**src/rtl/bank_pkg.sv**
```systemverilog
// Shared definitions for the bank service-counter slice.
//   NUM_W / TIME_W : default customer-number and service-time widths
//   SERVED_W       : width of the served-customer total
//   ctr_state_e    : per-counter state encoding
package bank_pkg;

  localparam int unsigned NUM_W    = 4;
  localparam int unsigned TIME_W   = 4;
  localparam int unsigned SERVED_W = 8;

  typedef enum logic {
    CTR_IDLE = 1'b0,
    CTR_BUSY = 1'b1
  } ctr_state_e;

endpackage

```
**src/rtl/counter_dispatcher_if.sv**
```systemverilog
// Customer FIFO read port.
//   q_empty : FIFO empty flag
//   q_num   : head customer number (combinational from FIFO)
//   q_time  : head service time
//   q_re    : pop strobe from the dispatcher
// master = dispatcher side, slave = FIFO side.
interface counter_dispatcher_if #(
  parameter int unsigned NUM_W  = 4,
  parameter int unsigned TIME_W = 4
);

  logic              q_empty;
  logic [NUM_W-1:0]  q_num;
  logic [TIME_W-1:0] q_time;
  logic              q_re;

  modport master (output q_re, input q_empty, q_num, q_time);
  modport slave  (input q_re, output q_empty, q_num, q_time);

endinterface

```
**src/rtl/service_counter.sv**
```systemverilog
// One service counter slot.
//   load     : take num/svc_time this edge (only asserted while idle)
//   num      : customer number to load
//   svc_time : service time to load; 0 is treated as 1
//   tick_en  : qualified service tick (tick & run)
//   busy     : slot is serving a customer
//   num_q    : current / last served customer number
//   rem      : remaining service time
//   done     : one-cycle pulse in the cycle after the finishing tick
module service_counter #(
  parameter int unsigned NUM_W  = 4,
  parameter int unsigned TIME_W = 4
) (
  input  logic              clk,
  input  logic              rst_n,
  input  logic              load,
  input  logic [NUM_W-1:0]  num,
  input  logic [TIME_W-1:0] svc_time,
  input  logic              tick_en,
  output logic              busy,
  output logic [NUM_W-1:0]  num_q,
  output logic [TIME_W-1:0] rem,
  output logic              done
);

  import bank_pkg::ctr_state_e;
  import bank_pkg::CTR_IDLE;
  import bank_pkg::CTR_BUSY;

  localparam logic [TIME_W-1:0] ONE = TIME_W'(1);

  ctr_state_e        state_q, state_d;
  logic [NUM_W-1:0]  num_d;
  logic [TIME_W-1:0] rem_d;
  logic              fin;

  always_comb begin
    state_d = state_q;
    num_d   = num_q;
    rem_d   = rem;
    fin     = 1'b0;
    case (state_q)
      CTR_IDLE: begin
        if (load) begin
          state_d = CTR_BUSY;
          num_d   = num;
          rem_d   = (svc_time == '0) ? ONE : svc_time;
        end
      end
      CTR_BUSY: begin
        if (tick_en) begin
          if (rem == ONE) begin
            state_d = CTR_IDLE;
            rem_d   = '0;
            fin     = 1'b1;
          end else begin
            rem_d = rem - ONE;
          end
        end
      end
      default: state_d = CTR_IDLE;
    endcase
  end

  always_ff @(posedge clk or negedge rst_n) begin
    if (!rst_n) begin
      state_q <= CTR_IDLE;
      num_q   <= '0;
      rem     <= '0;
      done    <= 1'b0;
    end else begin
      state_q <= state_d;
      num_q   <= num_d;
      rem     <= rem_d;
      done    <= fin;
    end
  end

  assign busy = (state_q == CTR_BUSY);

endmodule

```
**src/rtl/counter_dispatcher.sv**
```systemverilog
// Dispatches FIFO customers to the lowest-index idle service counter and
// tracks completions.
//   clk, rst_n : clock, asynchronous active-low reset
//   run        : 1 = dispatch/service enabled, 0 = freeze
//   tick       : one-cycle service-time strobe
//   fifo       : FIFO read port (q_empty/q_num/q_time in, q_re out)
//   busy       : per-counter busy flags
//   cnum, crem : per-counter customer number / remaining time, packed by index
//   done       : per-counter completion pulses
//   served     : total finished customers, wraps
//   all_idle   : FIFO empty and no counter busy
module counter_dispatcher #(
  parameter int unsigned NCTR   = 3,
  parameter int unsigned NUM_W  = bank_pkg::NUM_W,
  parameter int unsigned TIME_W = bank_pkg::TIME_W
) (
  input  logic                         clk,
  input  logic                         rst_n,
  input  logic                         run,
  input  logic                         tick,
  counter_dispatcher_if.master         fifo,
  output logic [NCTR-1:0]              busy,
  output logic [NCTR*NUM_W-1:0]        cnum,
  output logic [NCTR*TIME_W-1:0]       crem,
  output logic [NCTR-1:0]              done,
  output logic [bank_pkg::SERVED_W-1:0] served,
  output logic                         all_idle
);

  import bank_pkg::SERVED_W;

  logic                tick_en;
  logic                q_re;
  logic [NCTR-1:0]     idle;
  logic [NCTR-1:0]     first_idle;
  logic [NCTR-1:0]     load;
  logic [NCTR-1:0]     finish;
  logic [SERVED_W-1:0] fin_cnt;

  assign tick_en = run & tick;
  assign idle    = ~busy;
  assign q_re    = run & ~fifo.q_empty & (|idle);
  assign fifo.q_re = q_re;

  // Isolate the lowest set bit of the idle mask: x & (~x + 1).
  assign first_idle = idle & (~idle + NCTR'(1));
  assign load       = q_re ? first_idle : '0;

  for (genvar g = 0; g < NCTR; g++) begin : g_ctr
    service_counter #(
      .NUM_W  (NUM_W),
      .TIME_W (TIME_W)
    ) u_ctr (
      .clk      (clk),
      .rst_n    (rst_n),
      .load     (load[g]),
      .num      (fifo.q_num),
      .svc_time (fifo.q_time),
      .tick_en  (tick_en),
      .busy     (busy[g]),
      .num_q    (cnum[g*NUM_W +: NUM_W]),
      .rem      (crem[g*TIME_W +: TIME_W]),
      .done     (done[g])
    );

    // Same finishing condition the slot uses, so served updates on the
    // edge that raises done and is visible alongside it.
    assign finish[g] = busy[g] & tick_en & (crem[g*TIME_W +: TIME_W] == TIME_W'(1));
  end

  always_comb begin
    fin_cnt = '0;
    for (int unsigned i = 0; i < NCTR; i++) begin
      fin_cnt = fin_cnt + SERVED_W'(finish[i]);
    end
  end

  always_ff @(posedge clk or negedge rst_n) begin
    if (!rst_n) begin
      served <= '0;
    end else begin
      served <= served + fin_cnt;
    end
  end

  assign all_idle = fifo.q_empty & ~(|busy);

endmodule

```
**src/flat_wrapper.sv**
```systemverilog
// flat-port wrapper written by rule: the top's interface ports become plain ports
module counter_dispatcher_flat import bank_pkg::SERVED_W;
#(
  parameter int unsigned NCTR   = 3,
  parameter int unsigned NUM_W  = bank_pkg::NUM_W,
  parameter int unsigned TIME_W = bank_pkg::TIME_W
)
  (clk, rst_n, run, tick, busy, cnum, crem, done, served, all_idle, fifo_q_re, fifo_q_empty, fifo_q_num, fifo_q_time);
  counter_dispatcher_if #(.NUM_W(NUM_W), .TIME_W(TIME_W)) fifo_i ();
  input  logic clk;
  input  logic rst_n;
  input  logic run;
  input  logic tick;
  output logic [NCTR-1:0] busy;
  output logic [NCTR*NUM_W-1:0] cnum;
  output logic [NCTR*TIME_W-1:0] crem;
  output logic [NCTR-1:0] done;
  output logic [bank_pkg::SERVED_W-1:0] served;
  output logic all_idle;
  output wire logic [$bits(fifo_i.q_re)-1:0] fifo_q_re;
  input wire logic [$bits(fifo_i.q_empty)-1:0] fifo_q_empty;
  input wire logic [$bits(fifo_i.q_num)-1:0] fifo_q_num;
  input wire logic [$bits(fifo_i.q_time)-1:0] fifo_q_time;
  assign fifo_q_re = fifo_i.q_re;
  assign fifo_i.q_empty = fifo_q_empty;
  assign fifo_i.q_num = fifo_q_num;
  assign fifo_i.q_time = fifo_q_time;
  counter_dispatcher #(.NCTR(NCTR), .NUM_W(NUM_W), .TIME_W(TIME_W)) u_core (.clk(clk), .rst_n(rst_n), .run(run), .tick(tick), .fifo(fifo_i), .busy(busy), .cnum(cnum), .crem(crem), .done(done), .served(served), .all_idle(all_idle));
endmodule
```
**config.mk**
```make
export PLATFORM = sky130hd
export DESIGN_NAME = counter_dispatcher_flat
export DESIGN_NICKNAME = d
export VERILOG_FILES = /design/src/rtl/bank_pkg.sv /design/src/rtl/counter_dispatcher_if.sv /design/src/rtl/service_counter.sv /design/src/rtl/counter_dispatcher.sv /design/src/flat_wrapper.sv
export SDC_FILE = /design/constraint.sdc
export NUM_CORES = 1
export LEC_CHECK = 0
export CAP_MARGIN = 20
export CORE_ASPECT_RATIO = 1.75
export CORE_MARGIN = 2
export CORE_UTILIZATION = 44
export CTS_BUF_LIST = sky130_fd_sc_hd__clkbuf_16
export CTS_CLUSTER_SIZE = 16
export DETAILED_ROUTE_END_ITERATION = 10
export MAX_ROUTING_LAYER = met4
export PLACE_DENSITY = 0.8
export SYNTH_ARGS = -nofsm -noshare
export SYNTH_HDL_FRONTEND = slang
export SYNTH_SLANG_ARGS = --single-unit
```
**constraint.sdc**
```tcl
create_clock -name clk -period 2.3 [get_ports clk]
set_input_delay 0.23 -clock clk [delete_from_list [all_inputs] [get_ports clk]]
set_output_delay 0.23 -clock clk [all_outputs]
set_load 0.02 [all_outputs]
```
==> results.md, run 1 <==
- Status: finished clean
- Synth cell types: 48
- Met1 Track Usage GR: 22.4%
- Htree depth: 2
- Synthesized Nets: 217
- RSZ-0062 raised after global routing: true
- Final Hold Viols: 0
- Post-synth EDFFs: 0
- Clock insertion delay at the later pin of the skew report: 0.28 ns
- Synth-to-Final Area Change: 43.6%
- Max cap viols: 0
- Peak Freq: 436 MHz
- VDD IR max: 0.774 mV
- Final setup fails: 0
- Crit path DAT: 2.46 ns
- Leading cell types in the layout, fill and taps excluded: clkdlybuf4s50_1 (51), dfrtp_1 (36), buf_4 (24)
- Top FF cell, synth: dfrtp_1
- Synth Instances: 194
- Ant. Diodes: 0
- Total die area: 5170 sq um
- Post-synthesis adder-cell area fraction: 6.93%
- CORE AREA: 4400 sq um
- Max Slew Vio Count: 0
- Final Cycle Share: 99.8%
- Critical Path End Type: flop
- Die width: 55.2 um
- PwrDens: 1050 nW/um^2
- Clock buffer count from CTS: 5
- Vias per cell: 5.31
- Post-synth design cell area: 2020 sq um
- Most used routing layer: met2
- GRT Total Usage: 20.5%
- Slew margin rel.: 44.7%
- Wire length per cell: 15.0 um
- Sequential-to-total area share from yosys stat: 47.1%
- Antenna-violating nets left: 0
- Detailed Place HPWL: 3.49 mm
- Row count: 32
- Drt pass-1 iters: 4
- Vias in the first global route: 1,749
- Initial Util: 45.9%
- Area share of xor/xnor cells in the synthesized design: 2.60%
- Hold-fix buffers, CTS: 0
- Vias post-DR: 1,684
- Iter 0 DRT Violations: 56
- GPL Wtd Cong: 0.875
- Fin Clk Skew: 0.00301 ns
- # DRC: 0
- Ys Warns: 0
- Compound-cell area share of the yosys netlist: 8.42%
- Commonest non-fill, non-tap cell in the layout: clkdlybuf4s50_1
- Met3 global-route usage: 4.84%
- Clk buf depth: 2
- Power Total: 3.06 mW
- Clock tree from TritonCTS: done
- Clock sinks: 38
- Root Buffer: clkbuf_16
- Register Area: 953 sq um
- Synthesis-stage register bit count: 38
- Kind of critical path: flop to flop
- Port Buffer Count: 52
- Minimum clock period: 2.29 ns
- Syn Area/Cell: 10.4 sq um
- Worst-path clk slew: 0.06 ns
- Critical path peak fanout: 3
- CP Data Required Time: 2.46 ns
- Area of the multi-input gates: 995 sq um
- First-pass GRT wire length: 8.06 mm
- Final hold slack: 0.0489 ns
- GR Util met2: 35.4%
- Ratio of cells with drive above 1 in the final layout: 21.8%
- Setup TNS: 0 ns
- Layout Nets: 288
- Routed WL: 4.76 mm
- I/O pins: 53
- Multiplexer share of the synthesized area: 8.11%
- Type of the worst min-delay path: input port to async pin
- Vert. Die Dim: 93.6 um
- Area share of and/or/nand/nor cells after synthesis: 20.4%
- Largest net degree at the start of global routing: 39
- # fillers: 357
- Async SR Flop Fraction: 100%
- Startpoint class of the critical path: flop
- Slew @ Worst Pin: 0.830 ns
- LEAKAGE: 1.32 nW
- Main combinational cell family by area after synthesis: simple AND/OR/NAND/NOR gates
- Initial antenna violation count: 0
- Overflow left after global routing: 0
==> final timing paths <==
check,start,endpoint,slack [ns],depth (start not counted)
worst max-delay path,u_core.g_ctr[1].u_ctr.rem[1],u_core.served[6],0.006,10
worst min-delay path,rst_n,u_core.g_ctr[2].u_ctr.done,0.05,1
worst max register to register,u_core.g_ctr[1].u_ctr.rem[1],u_core.served[6],0.006,10
worst min register to register,u_core.served[7],u_core.served[7],0.48,1
max in group asynchronous,rst_n,u_core.g_ctr[1].u_ctr.rem[1],1.68,1
min in group clk,u_core.served[7],u_core.served[7],0.48,1
==> per-layer routing <==
metal / share of wire, % / vias to the layer above
li1: - / 801
met1: 38 / 830
met2: 55 / 45
met3: 5.2 / 8
met4: 1.9 / 0
met5: 0 / -
==> timing repair <==
item                                    CTS  global route
gates resized for setup                   2             3
endpoints found under the setup margin    4             6
pin swaps                                 0             1
setup buffers                             0             1
gates cloned                              0             0
==> critical path: stages (launching register included) <==
cell,delay (ns)
dfrtp_2,0.40
inv_2,0.08
ha_4,0.12
or3b_4,0.40
nor2_4,0.13
ha_4,0.22
fa_2,0.34
inv_2,0.06
fa_2,0.23
nor2_2,0.05
xor2_1,0.14
==> state kept, by name, indices dropped and copies added, names as in the netlist <==
signal and flops:
u_core.g_ctr.u_ctr.done 3, u_core.g_ctr.u_ctr.num_q 12, u_core.g_ctr.u_ctr.rem 12, u_core.g_ctr.u_ctr.busy 3
u_core.served 8
==> cell type report <==
type                            count  share of cell area (%)
Multi-Input combinational cell    129                    34.3
Clock buffer                        5                    4.31
Clock inverter                      3                   0.431
Timing Repair Buffer               76                    24.0
Sequential cell                    38                    32.9
Tap cell                           51                    2.20
Inverter                           15                    1.94
==> cell families (layout without fill, tap and decap cells) <==
logic type,count (synthesis),after routing
AO/OA/AOI/OAI,25,25
XOR/XNOR,6,6
flip-flops,38,38
multiplexers,15,15
AND/OR/NAND/NOR,73,73
adder cells (fa/ha/maj),10,10
buffers and inverters,27,99
==> Yosys cell counts (4+ instances only) <==
cell type	instances	area share [%]
a21oi_1	6	1.5
a31oi_1	4	1.2
buf_2	5	1.2
buf_4	6	2.2
dfrtp_1	38	47
ha_1	8	5.0
inv_1	15	2.8
mux2_1	5	2.8
mux2_2	6	3.3
mux2i_1	4	2.0
nand2_1	23	4.3
nand3_1	4	0.99
nor2_1	12	2.2
nor4b_1	4	1.7
o21ai_0	4	0.99
or3_1	4	1.2
==> metrics by stage <==
step                      setup WS [ns]  cell area, sq um  instances  utilization, %
after floorplan                 -0.0208              2050        194               -
after global placement           0.0188              2730        308            62.0
after detailed placement        -0.0185              2730        308            62.0
after CTS                       0.00139              2880        316            65.5
after global routing             -0.119              2900        317            65.9
final                           0.00568              2900        317            65.9
==> power by group <==
| part | internal [mW] | switching, mW | total, mW |
|---|---|---|---|
| logic | 0.723 | 0.666 | 1.39 |
| registers | 0.871 | 0.153 | 1.02 |
| clock network | 0.391 | 0.256 | 0.648 |
Note: power is estimated with default switching activity, not from simulation.
==> inputs of run 2 (changes only) <==
HOLD_SLACK_MARGIN = 0.12   (was not set)
==> results.md, run 2 (synthesis gave the netlist of run 1 again) <==
- Worst-path cell chain: inv_2 > ha_4 > or3b_4 > nor2_4 > ha_4 > fa_2 > inv_2 > fa_2 > nor2_2 > xor2_1
- Detailed Place HPWL: 3.49 mm (unchanged)
- Instance count on the critical path: 10 (unchanged)
- # fillers: 356 (-0.28%)
- Overflow left after global routing: 0 (unchanged)
- CP max stage delay: 0.40 ns (about the same)
- Startpoint class of the critical path: flop
- Worst Slack Setup Final: 0.00159 ns (-0.00409 ns)
- Ant. Diodes: 0 (unchanged)
- Critical path peak fanout: 3 (unchanged)
- Worst-path clk slew: 0.06 ns (about the same)
- Largest net degree at the start of global routing: 39 (unchanged)
- R2r worst-path depth: 10 (unchanged)
- Htree depth: 2 (unchanged)
- Slowest cell on crit path: dfrtp_2
- Delay-heaviest family, CP: adder cells
- Port Buffer Count: 52 (unchanged)
- Routed WL: 4.84 mm (+1.6%)
- Synth-to-Final Area Change: 44.1%
- Peak Freq: 435 MHz (-0.18%)
- CP Data Required Time: 2.46 ns (about the same)
- Row count: 32 (unchanged)
- Area of the multi-input gates: 995 sq um (unchanged)
- Commonest non-fill, non-tap cell in the layout: clkdlybuf4s50_1
- GPL Wtd Cong: 0.875 (unchanged)
- First-pass GRT wire length: 8.10 mm (+0.51%)
- Final Instance Area: 2910 sq um (+0.34%)
- PwrDens: 1050 nW/um^2 (-0.18%)
- Vias post-DR: 1,682 (-0.12%)
- Drt pass-1 iters: 6 (+2)
- Clock buffer count from CTS: 5 (unchanged)
- Kind of critical path: flop to flop
- Initial antenna violation count: 0 (unchanged)
- Wire length per cell: 15.2 um (+1.3%)
- Die width: 55.2 um (unchanged)
- CORE AREA: 4400 sq um (unchanged)
- GRT Total Usage: 20.6% (+0.12 points)
- Fin Clk Skew: 0.00292 ns (-0.0000850 ns)
- Worst Setup Slack post-DPL: -0.0185 ns (unchanged)
- Vert. Die Dim: 93.6 um (unchanged)
- Ratio of cells with drive above 1 in the final layout: 21.7% (-0.082 points)
- Slew @ Worst Pin: 0.832 ns (+0.00248 ns)
- Iter 0 DRT Violations: 63 (+13%)
- Clk buf depth: 2 (unchanged)
- Max cap viols: 0 (unchanged)
- Leading cell types in the layout, fill and taps excluded: clkdlybuf4s50_1 (51), dfrtp_1 (36), buf_4 (24)
- Root Buffer: clkbuf_16
- Max Slew Vio Count: 0 (unchanged)
- I/O pins: 53 (unchanged)
- Worst hold stages: 1
- LEAKAGE: 1.32 nW (+0.32%)
- Clock tree from TritonCTS: done
- Slew margin rel.: 44.5% (-0.17 points)
- Type of the worst min-delay path: flop to flop
- Placed cell area: 2730 sq um (unchanged)
- Crit path DAT: 2.46 ns (about the same)
- RSZ-0062 raised after global routing: true
- Clock insertion delay at the later pin of the skew report: 0.28 ns (about the same)
- Initial Util: 45.9% (unchanged)
- Vias in the first global route: 1,752 (+0.17%)
- Layout Nets: 289 (+0.35%)
- Final Cycle Share: 99.9% (+0.18 points)
- Clock sinks: 38 (unchanged)
- Antenna-violating nets left: 0 (unchanged)
- Total die area: 5170 sq um (unchanged)
- Register Area: 953 sq um (unchanged)
- WP buf/inv: 2 (unchanged)
- Critical Path End Type: flop
- Final Hold Viols: 0 (unchanged)
- Final setup fails: 0 (unchanged)
- VDD IR max: 0.776 mV (+0.24%)
- Vias per cell: 5.29 (-0.43%)
- Top flop regs: u_core.g_ctr.u_ctr.num_q x12, u_core.g_ctr.u_ctr.rem x12, u_core.served x8
- Status: finished clean
- Minimum clock period: 2.30 ns (+0.00409 ns)
- Power Total: 3.07 mW (+0.17%)
- # DRC: 0 (unchanged)
-- run 2: cell types whose count changed in the layout (fill, tap and decap cells not counted), sizes merged --
cell	change
dlygate4sd3	+1
-- run 2: cell type report --
class	count	area share, %
well taps	51	2.19
multi-input cells	129	34.2
clock inverters	3	0.430
repair buffers	77	24.2
clock buffers	5	4.30
flip-flops and latches	38	32.7
inverters	15	1.93
-- run 2: stage by stage --
| stage | hold slack [ns] | TNS, ns | std cells | util (%) |
|---|---|---|---|---|
| floorplan | -0.0656 | -0.0460 | 194 | - |
| global placement | 0.388 | 0 | 308 | 62.0 |
| detailed placement | 0.387 | -0.0413 | 308 | 62.0 |
| CTS | 0.487 | 0 | 317 | 65.7 |
| global route | 0.512 | -0.479 | 318 | 66.1 |
| finish | 0.484 | 0 | 318 | 66.1 |
-- run 2: layer usage --
layer	vias up	GRT usage (%)	routed length [um]
met3	8	4.84	259
met4	0	8.54	92
met2	49	35.7	2650
li1	801	-	-
met5	-	-	0
met1	824	22.4	1850
-- run 2: repair_timing --
| item | 4_1_cts | 5_1_grt |
|---|---|---|
| resized for setup | 2 | 3 |
| endpoints found under the setup margin | 4 | 6 |
| setup buffers | 0 | 1 |
| pin swaps | 0 | 1 |
| hold buffers | 1 | 0 |
| endpoints found under the hold margin | 38 | 0 |
-- run 2: path summary, 6_finish.rpt --
kind | from | to | slack (ns)
setup / recovery | u_core.g_ctr[1].u_ctr.rem[1] | u_core.served[6] | 0.002
hold / removal | u_core.served[7] | u_core.served[7] | 0.48
setup reg to reg | u_core.g_ctr[1].u_ctr.rem[1] | u_core.served[6] | 0.002
hold reg to reg | u_core.served[7] | u_core.served[7] | 0.48
max in group asynchronous | rst_n | u_core.g_ctr[1].u_ctr.rem[0] | 1.13
min in group asynchronous | rst_n | u_core.g_ctr[2].u_ctr.done | 0.60
-- run 2: power by group --
part / internal (mW) / switching [mW]
combinational: 0.724 / 0.669
sequential: 0.871 / 0.153
clock: 0.391 / 0.257
total: 1.99 / 1.08
